===== src/rtl/prefix_adder_pipe.sv =====
// prefix_adder_pipe: pipelined Kogge-Stone adder/subtractor with a valid/ready handshake and tag sideband.
// Optional macro PREFIX_ADDER_SAT_EN enables signed saturation on overflow when sat_i is set.
`default_nettype none

module prefix_adder_pipe #(
   parameter int WIDTH            = 32,
   parameter int LEVELS_PER_STAGE = 2,
   parameter int TAG_W            = 4
) (
   input  logic               clk,
   input  logic               reset,
   input  logic               in_valid,
   output logic               in_ready,
   input  logic [WIDTH-1:0]   a_i,
   input  logic [WIDTH-1:0]   b_i,
   input  logic               cin_i,
   input  logic               sub_i,
   input  logic               sat_i,
   input  logic [TAG_W-1:0]   tag_i,
   output logic               out_valid,
   input  logic               out_ready,
   output logic [WIDTH-1:0]   s_o,
   output logic               cout_o,
   output logic               ovf_o,
   output logic               zero_o,
   output logic [TAG_W-1:0]   tag_o
);

   localparam int LOG = $clog2(WIDTH);
   localparam int N2  = 1 << LOG;
   localparam int NS  = (LOG + LEVELS_PER_STAGE - 1) / LEVELS_PER_STAGE;

   logic [N2-1:0]    r_g   [0:NS-1];
   logic [N2-1:0]    r_p   [0:NS-1];
   logic [WIDTH-1:0] r_x   [0:NS-1];
   logic [TAG_W-1:0] r_tag [0:NS-1];
   logic [NS-1:0]    r_c0;
   logic [NS:0]      r_v;
   logic             r_live;
   logic [WIDTH-1:0] r_s;
   logic             r_cout;
   logic             r_ovf;
   logic             r_zero;
   logic [TAG_W-1:0] r_otag;
`ifdef PREFIX_ADDER_SAT_EN
   logic [NS-1:0]    r_sat;
   logic [NS-1:0]    r_amsb;
`endif

   logic [WIDTH-1:0] w_bp;
   logic             w_c0;
   logic [N2-1:0]    w_g0;
   logic [N2-1:0]    w_p0;
   logic [N2-1:0]    w_gt [0:NS-1];
   logic [N2-1:0]    w_pt [0:NS-1];
   logic [WIDTH:0]   w_c;
   logic [WIDTH-1:0] w_sum;
   logic [WIDTH-1:0] w_res;
   logic             w_ovf;
   logic [NS:0]      w_ld;

   assign w_bp = sub_i ? ~b_i : b_i;
   assign w_c0 = sub_i | cin_i;
   // Lanes above WIDTH are zero-padded so they never generate or propagate.
   assign w_g0 = N2'(a_i & w_bp);
   assign w_p0 = N2'(a_i | w_bp);

   // Each pipeline stage k evaluates tree levels k*LPS .. (k+1)*LPS-1.
   always_comb begin
      logic [N2-1:0] g, p, gn, pn;
      g  = '0;
      p  = '0;
      gn = '0;
      pn = '0;
      for (int k = 0; k < NS; k++) begin
         g = r_g[k];
         p = r_p[k];
         for (int l = 0; l < LOG; l++) begin
            if (l / LEVELS_PER_STAGE == k) begin
               gn = g;
               pn = p;
               for (int i = (1 << l); i < N2; i++) begin
                  gn[i] = g[i] | (p[i] & g[i - (1 << l)]);
                  pn[i] = p[i] & p[i - (1 << l)];
               end
               g = gn;
               p = pn;
            end
         end
         w_gt[k] = g;
         w_pt[k] = p;
      end
   end

   // Group (G,P) over [i-1:0] plus the carry-in acting as a bit -1 generate.
   always_comb begin
      w_c    = '0;
      w_c[0] = r_c0[NS-1];
      for (int i = 1; i <= WIDTH; i++) begin
         w_c[i] = w_gt[NS-1][i-1] | (w_pt[NS-1][i-1] & r_c0[NS-1]);
      end
   end

   assign w_sum = r_x[NS-1] ^ w_c[WIDTH-1:0];
   assign w_ovf = w_c[WIDTH] ^ w_c[WIDTH-1];

`ifdef PREFIX_ADDER_SAT_EN
   always_comb begin
      w_res = w_sum;
      if (r_sat[NS-1] && w_ovf) begin
         w_res = r_amsb[NS-1] ? {1'b1, {(WIDTH-1){1'b0}}} : {1'b0, {(WIDTH-1){1'b1}}};
      end
   end
`else
   assign w_res = w_sum;
   logic w_unused_sat;
   assign w_unused_sat = sat_i;
`endif

   generate
      if (N2 > WIDTH) begin : g_pad
         logic w_unused_pad;
         assign w_unused_pad = ^{w_gt[NS-1][N2-1:WIDTH], w_pt[NS-1][N2-1:WIDTH]};
      end
   endgenerate

   // A stage may load when empty or when its content moves on this cycle.
   always_comb begin
      logic [NS:0] ld;
      ld     = '0;
      ld[NS] = !r_v[NS] || out_ready;
      for (int k = NS - 1; k >= 0; k--) begin
         ld[k] = !r_v[k] || ld[k+1];
      end
      w_ld = ld;
   end

   assign in_ready  = r_live & w_ld[0] & ~reset;
   assign out_valid = r_v[NS];
   assign s_o       = r_s;
   assign cout_o    = r_cout;
   assign ovf_o     = r_ovf;
   assign zero_o    = r_zero;
   assign tag_o     = r_otag;

   always_ff @(posedge clk or posedge reset) begin
      if (reset) begin
         r_v    <= '0;
         r_live <= 1'b0;
         r_c0   <= '0;
         r_s    <= '0;
         r_cout <= 1'b0;
         r_ovf  <= 1'b0;
         r_zero <= 1'b0;
         r_otag <= '0;
`ifdef PREFIX_ADDER_SAT_EN
         r_sat  <= '0;
         r_amsb <= '0;
`endif
         for (int k = 0; k < NS; k++) begin
            r_g[k]   <= '0;
            r_p[k]   <= '0;
            r_x[k]   <= '0;
            r_tag[k] <= '0;
         end
      end else begin
         r_live <= 1'b1;
         if (w_ld[0]) begin
            r_v[0]   <= in_valid & in_ready;
            r_g[0]   <= w_g0;
            r_p[0]   <= w_p0;
            r_x[0]   <= a_i ^ w_bp;
            r_c0[0]  <= w_c0;
            r_tag[0] <= tag_i;
`ifdef PREFIX_ADDER_SAT_EN
            r_sat[0]  <= sat_i;
            r_amsb[0] <= a_i[WIDTH-1];
`endif
         end
         for (int k = 1; k < NS; k++) begin
            if (w_ld[k]) begin
               r_v[k]   <= r_v[k-1];
               r_g[k]   <= w_gt[k-1];
               r_p[k]   <= w_pt[k-1];
               r_x[k]   <= r_x[k-1];
               r_c0[k]  <= r_c0[k-1];
               r_tag[k] <= r_tag[k-1];
`ifdef PREFIX_ADDER_SAT_EN
               r_sat[k]  <= r_sat[k-1];
               r_amsb[k] <= r_amsb[k-1];
`endif
            end
         end
         if (w_ld[NS]) begin
            r_v[NS] <= r_v[NS-1];
            r_s     <= w_res;
            r_cout  <= w_c[WIDTH];
            r_ovf   <= w_ovf;
            r_zero  <= (w_res == '0);
            r_otag  <= r_tag[NS-1];
         end
      end
   end

endmodule

`default_nettype wire


===== config.mk =====
export PLATFORM = sky130hd
export DESIGN_NAME = prefix_adder_pipe
export DESIGN_NICKNAME = d
export VERILOG_FILES = /design/src/rtl/prefix_adder_pipe.sv
export SDC_FILE = /design/constraint.sdc
export NUM_CORES = 1
export LEC_CHECK = 0
export BUFFER_PORTS_ARGS = -buffer_cell sky130_fd_sc_hd__buf_2
export CAP_MARGIN = 5
export CORE_UTILIZATION = 65
export DETAILED_ROUTE_END_ITERATION = 12
export HOLD_SLACK_MARGIN = 0.12
export PLACE_DENSITY = 0.95
export REMOVE_ABC_BUFFERS = 1
export SLEW_MARGIN = 0
export SYNTH_ARGS = -nofsm -noshare
export SYNTH_HDL_FRONTEND = slang
export SYNTH_SLANG_ARGS = --single-unit

===== constraint.sdc =====
create_clock -name clk -period 35.1 [get_ports clk]
set_input_delay 8.775 -clock clk [delete_from_list [all_inputs] [get_ports clk]]
set_output_delay 8.775 -clock clk [all_outputs]
set_load 0.01 [all_outputs]

==> results.md <==
## Status
- **result of the run** complete, no violations

## Yosys
- **share of cell area taken by muxes after synthesis** 4.943%
- **main combinational cell family by area after synthesis** simple AND/OR/NAND/NOR gates
- **share of Yosys cell area claimed by the top area cell type** 55.24%
- **most common cell in the netlist** nand2_1
- **yosys warns** 0
- **fraction of synthesized cell area in xor and xnor cells** 3.287%
- **Synth area leaders** dfrtp_1 (55%), nand2_1 (9.2%), ha_1 (5.1%)
- **Post-synth top flop** dfrtp_1
- **sequential-to-total area share from yosys stat** 55.24%
- **top cell type by total area after synthesis** dfrtp_1
- **synthesized area** 15720 µm²
- **Distinct cells, synth** 43
- **count of flip-flops with a built-in enable after synthesis** 0
- **Simple-Gate Fraction of Synth Area** 13.73%
- **FFs w/ async S/R, synth** 100.0%
- **compound-cell area share of the yosys netlist** 13.28%
- **Syn Area/Cell** 9.942 µm²
- **gate count after technology mapping** 1581
- **leading post-synthesis cells by instance count** nand2_1 (387), dfrtp_1 (347), a21oi_1 (127), inv_1 (88), o21ai_0 (82)
- **adder and majority gate portion of the synthesized area** 5.094%
- **#FFs+latches synth** 347

## CTS
- **TritonCTS clock tree** yes
- **clock latency on the worst-skew pair** 0.52 ns
- **number of buffers created by CTS** 35
- **clock root cell** clkbuf_16
- **hold_buf cts** 0
- **clock-pin slew on the worst setup and hold paths** 0.06 ns
- **Gates resized, CTS repair** 0
- **setup repair bufs after CTS** 0
- **Clock H-tree levels** 2
- **clock sink total** 347
- **Clock Tree Buf Depth** 3

## Layout
- **Post-Route Utilization** 74.31%
- **Area growth syn-to-layout** 11.63%
- **Finished Layout Cells** 2005
- **final-stage net count** 1800
- **share of post-route cells with drive strength above 1** 14.96%

## Route
- **residual antenna-violating net count after detailed routing** 0
- **vias per inst** 6.129
- **First DRT Iteration DRCs** 1574
- **via total after detailed routing** 12290
- **routed wire length per instance** 19.71 µm
- **number of iterations in the first detailed-routing pass** 8
- **final wirelength** 39520 µm
- **DRC** 0

## STA
- **count of final hold-check violations** 0
- **summed negative setup slack over all endpoints** 0 ns
- **clock period minus final worst setup slack** 20.00 ns
- **maximum clock skew at final layout** 0.01560 ns
- **transition time of the tightest slew-check pin** 1.166 ns
- **tightest slew margin relative to the limit** 22.27%
- **Final Max Slew Viols** 0
- **Final Cycle Share** 56.98%
- **Final setup violation count** 0
- **Max Fclk** 50.00 MHz
- **setup repair after global routing missed its margin** false

## Global route
- **grt ovf** 0
- **largest net degree at the start of global routing** 173
- **total routing resource utilization after global routing** 33.02%
- **via count of the first global-routing pass** 12270
- **antenna violations before repair** 1
- **first-pass GRT wire length** 63200 µm

## Floorplanning
- **Total Die Area** 24810 µm²
- **die outline height** 157.5 µm
- **number of top-level pins** 116
- **horizontal extent of the die** 157.5 µm
- **row count** 56
- **initial standard-cell utilization of the core** 66.57%
- **Floorplan Core Area** 23610 µm²

## Placed design
- **half-perimeter wire length of the detailed placement result** 25370 µm
- **# placed instances** 1943
- **Port-buffer cells** 114
- **last weighted congestion value of the routability-driven placer** 0.9158

## Worst setup path
- **category of cells accounting for the largest share of critical-path delay** simple AND/OR/NAND/NOR gates
- **Startpoint Class** input pin
- **Worst Path Class, Setup** input pin to primary output
- **slowest cell delay on critical path** 0.69 ns
- **type of element capturing the critical path** primary output
- **Worst Path Buf+Inv** 3
- **Worst EP arrival** 11.22 ns
- **top fanout value on the critical path** 69
- **register-to-register setup slack** 31.63 ns
- **cell repeated most along the worst path** buf_2
- **Req. time, crit path** 26.32 ns
- **CP max stage cell** and3_4
- **crit-path cells** buf_2, nor2b_4, buf_4, and3_4, nand2_4, and3_1, buf_2

## Power and ir drop
- **standby leakage power** 8.603 nW
- **PD cells** 58.74 nW/µm²
- **worst supply voltage drop on vdd** 34.75 µV

## Worst hold path
- **class of the most critical hold timing path** flip-flop to flip-flop

## Job
- **reported max-cap violation count** 0

[placed cells by master (no fill, tap or decap), types with 6 or more instances in the layout]
cell type,synthesis,final
mux2_2,63,63
xor2_1,53,53
nand4_1,23,23
a21o_1,36,36
clkbuf_16,0,37
nand3_1,23,23
and3_1,10,9
a22o_1,8,8
nor2_1,63,63
xnor2_1,6,6
ha_1,64,64
buf_4,3,7
mux2_1,6,6
inv_1,88,87
o21a_1,22,22
nand2_1,387,385
buf_2,28,114
o21bai_1,10,10
clkinv_2,0,8
o31ai_1,25,25
o21ai_0,82,82
o211ai_1,22,22
clkbuf_8,0,6
a21oi_1,127,127
dfrtp_1,347,347
clkbuf_1,43,7
[metrics by stage]
step,total power [mW],hold slack (ns),worst slack [ns],cell area (µm²)
after detailed placement,0.6619,0.4512,15.17,16420
after global routing,1.069,0.4872,14.96,17540
final,1.031,0.4635,15.10,17550
after global placement,0.6486,0.4431,15.22,16420
after CTS,1.027,0.4650,15.14,17540
after floorplan,0.5932,0.4385,9.468,15360
[area by class of cell]
type,count,area [µm²]
fillers,1440,6066
well taps,319,399.1
clock buffers,50,1035
inverters,88,337.8
clock inverters,11,86.33
repair buffers,122,643.1
flip-flops and latches,347,8683
multi-input cells,1067,6360
diodes,1,2.502
[sequential cells by signal (all words and copies together) (netlist names)]
register	count
cout_o	1
ovf_o	1
r_c0	3
r_g	96
r_live	1
r_p	96
r_tag	12
r_v	4
r_x	96
s_o	32
tag_o	4
zero_o	1
[final timing paths]
kind,startpoint,endpoint,depth (start not counted)
max,out_ready,in_ready,7
max in group asynchronous,reset,r_x[48]$_DFFE_PP0P_,4
min,tag_o[3]$_DFFE_PP0P_,tag_o[3]$_DFFE_PP0P_,2
min in group asynchronous,reset,r_x[4]$_DFFE_PP0P_,2
min reg2reg,tag_o[3]$_DFFE_PP0P_,tag_o[3]$_DFFE_PP0P_,2
max reg2reg,r_v[3]$_DFFE_PP0P_,r_x[83]$_DFFE_PP0N_,6
[report_power, final]
group	internal (mW)	switching (mW)	total [mW]
Clock	0.213	0.154	0.367
Sequential	0.457	0.0525	0.509
Combinational	0.0628	0.0921	0.155
[layer usage]
layer	up-vias	share of wire, %	track usage (%)
li1	5440	-	-
met4	0	4.6	14.93
met5	-	0	0
met3	185	9.4	7.709
met2	742	49	55.20
met1	5921	37	40.91
[worst min-delay path, delay by kind of cell, from the launching register on]
| family | cells | cell delay (ns) |
|---|---|---|
| flip-flops | 1 | 0.34 |
| AND/OR/NAND/NOR | 2 | 0.10 |
[logic make-up (layout without fill, tap and decap cells)]
logic type | Yosys count | in the layout
compound gates | 346 | 346
simple gates | 528 | 528
buf+inv | 167 | 271
mux | 69 | 69
flops | 347 | 347
xor+xnor | 59 | 59
fa+ha+maj | 64 | 64
other cells | 1 | 2
(Power assumes the default switching activity.)
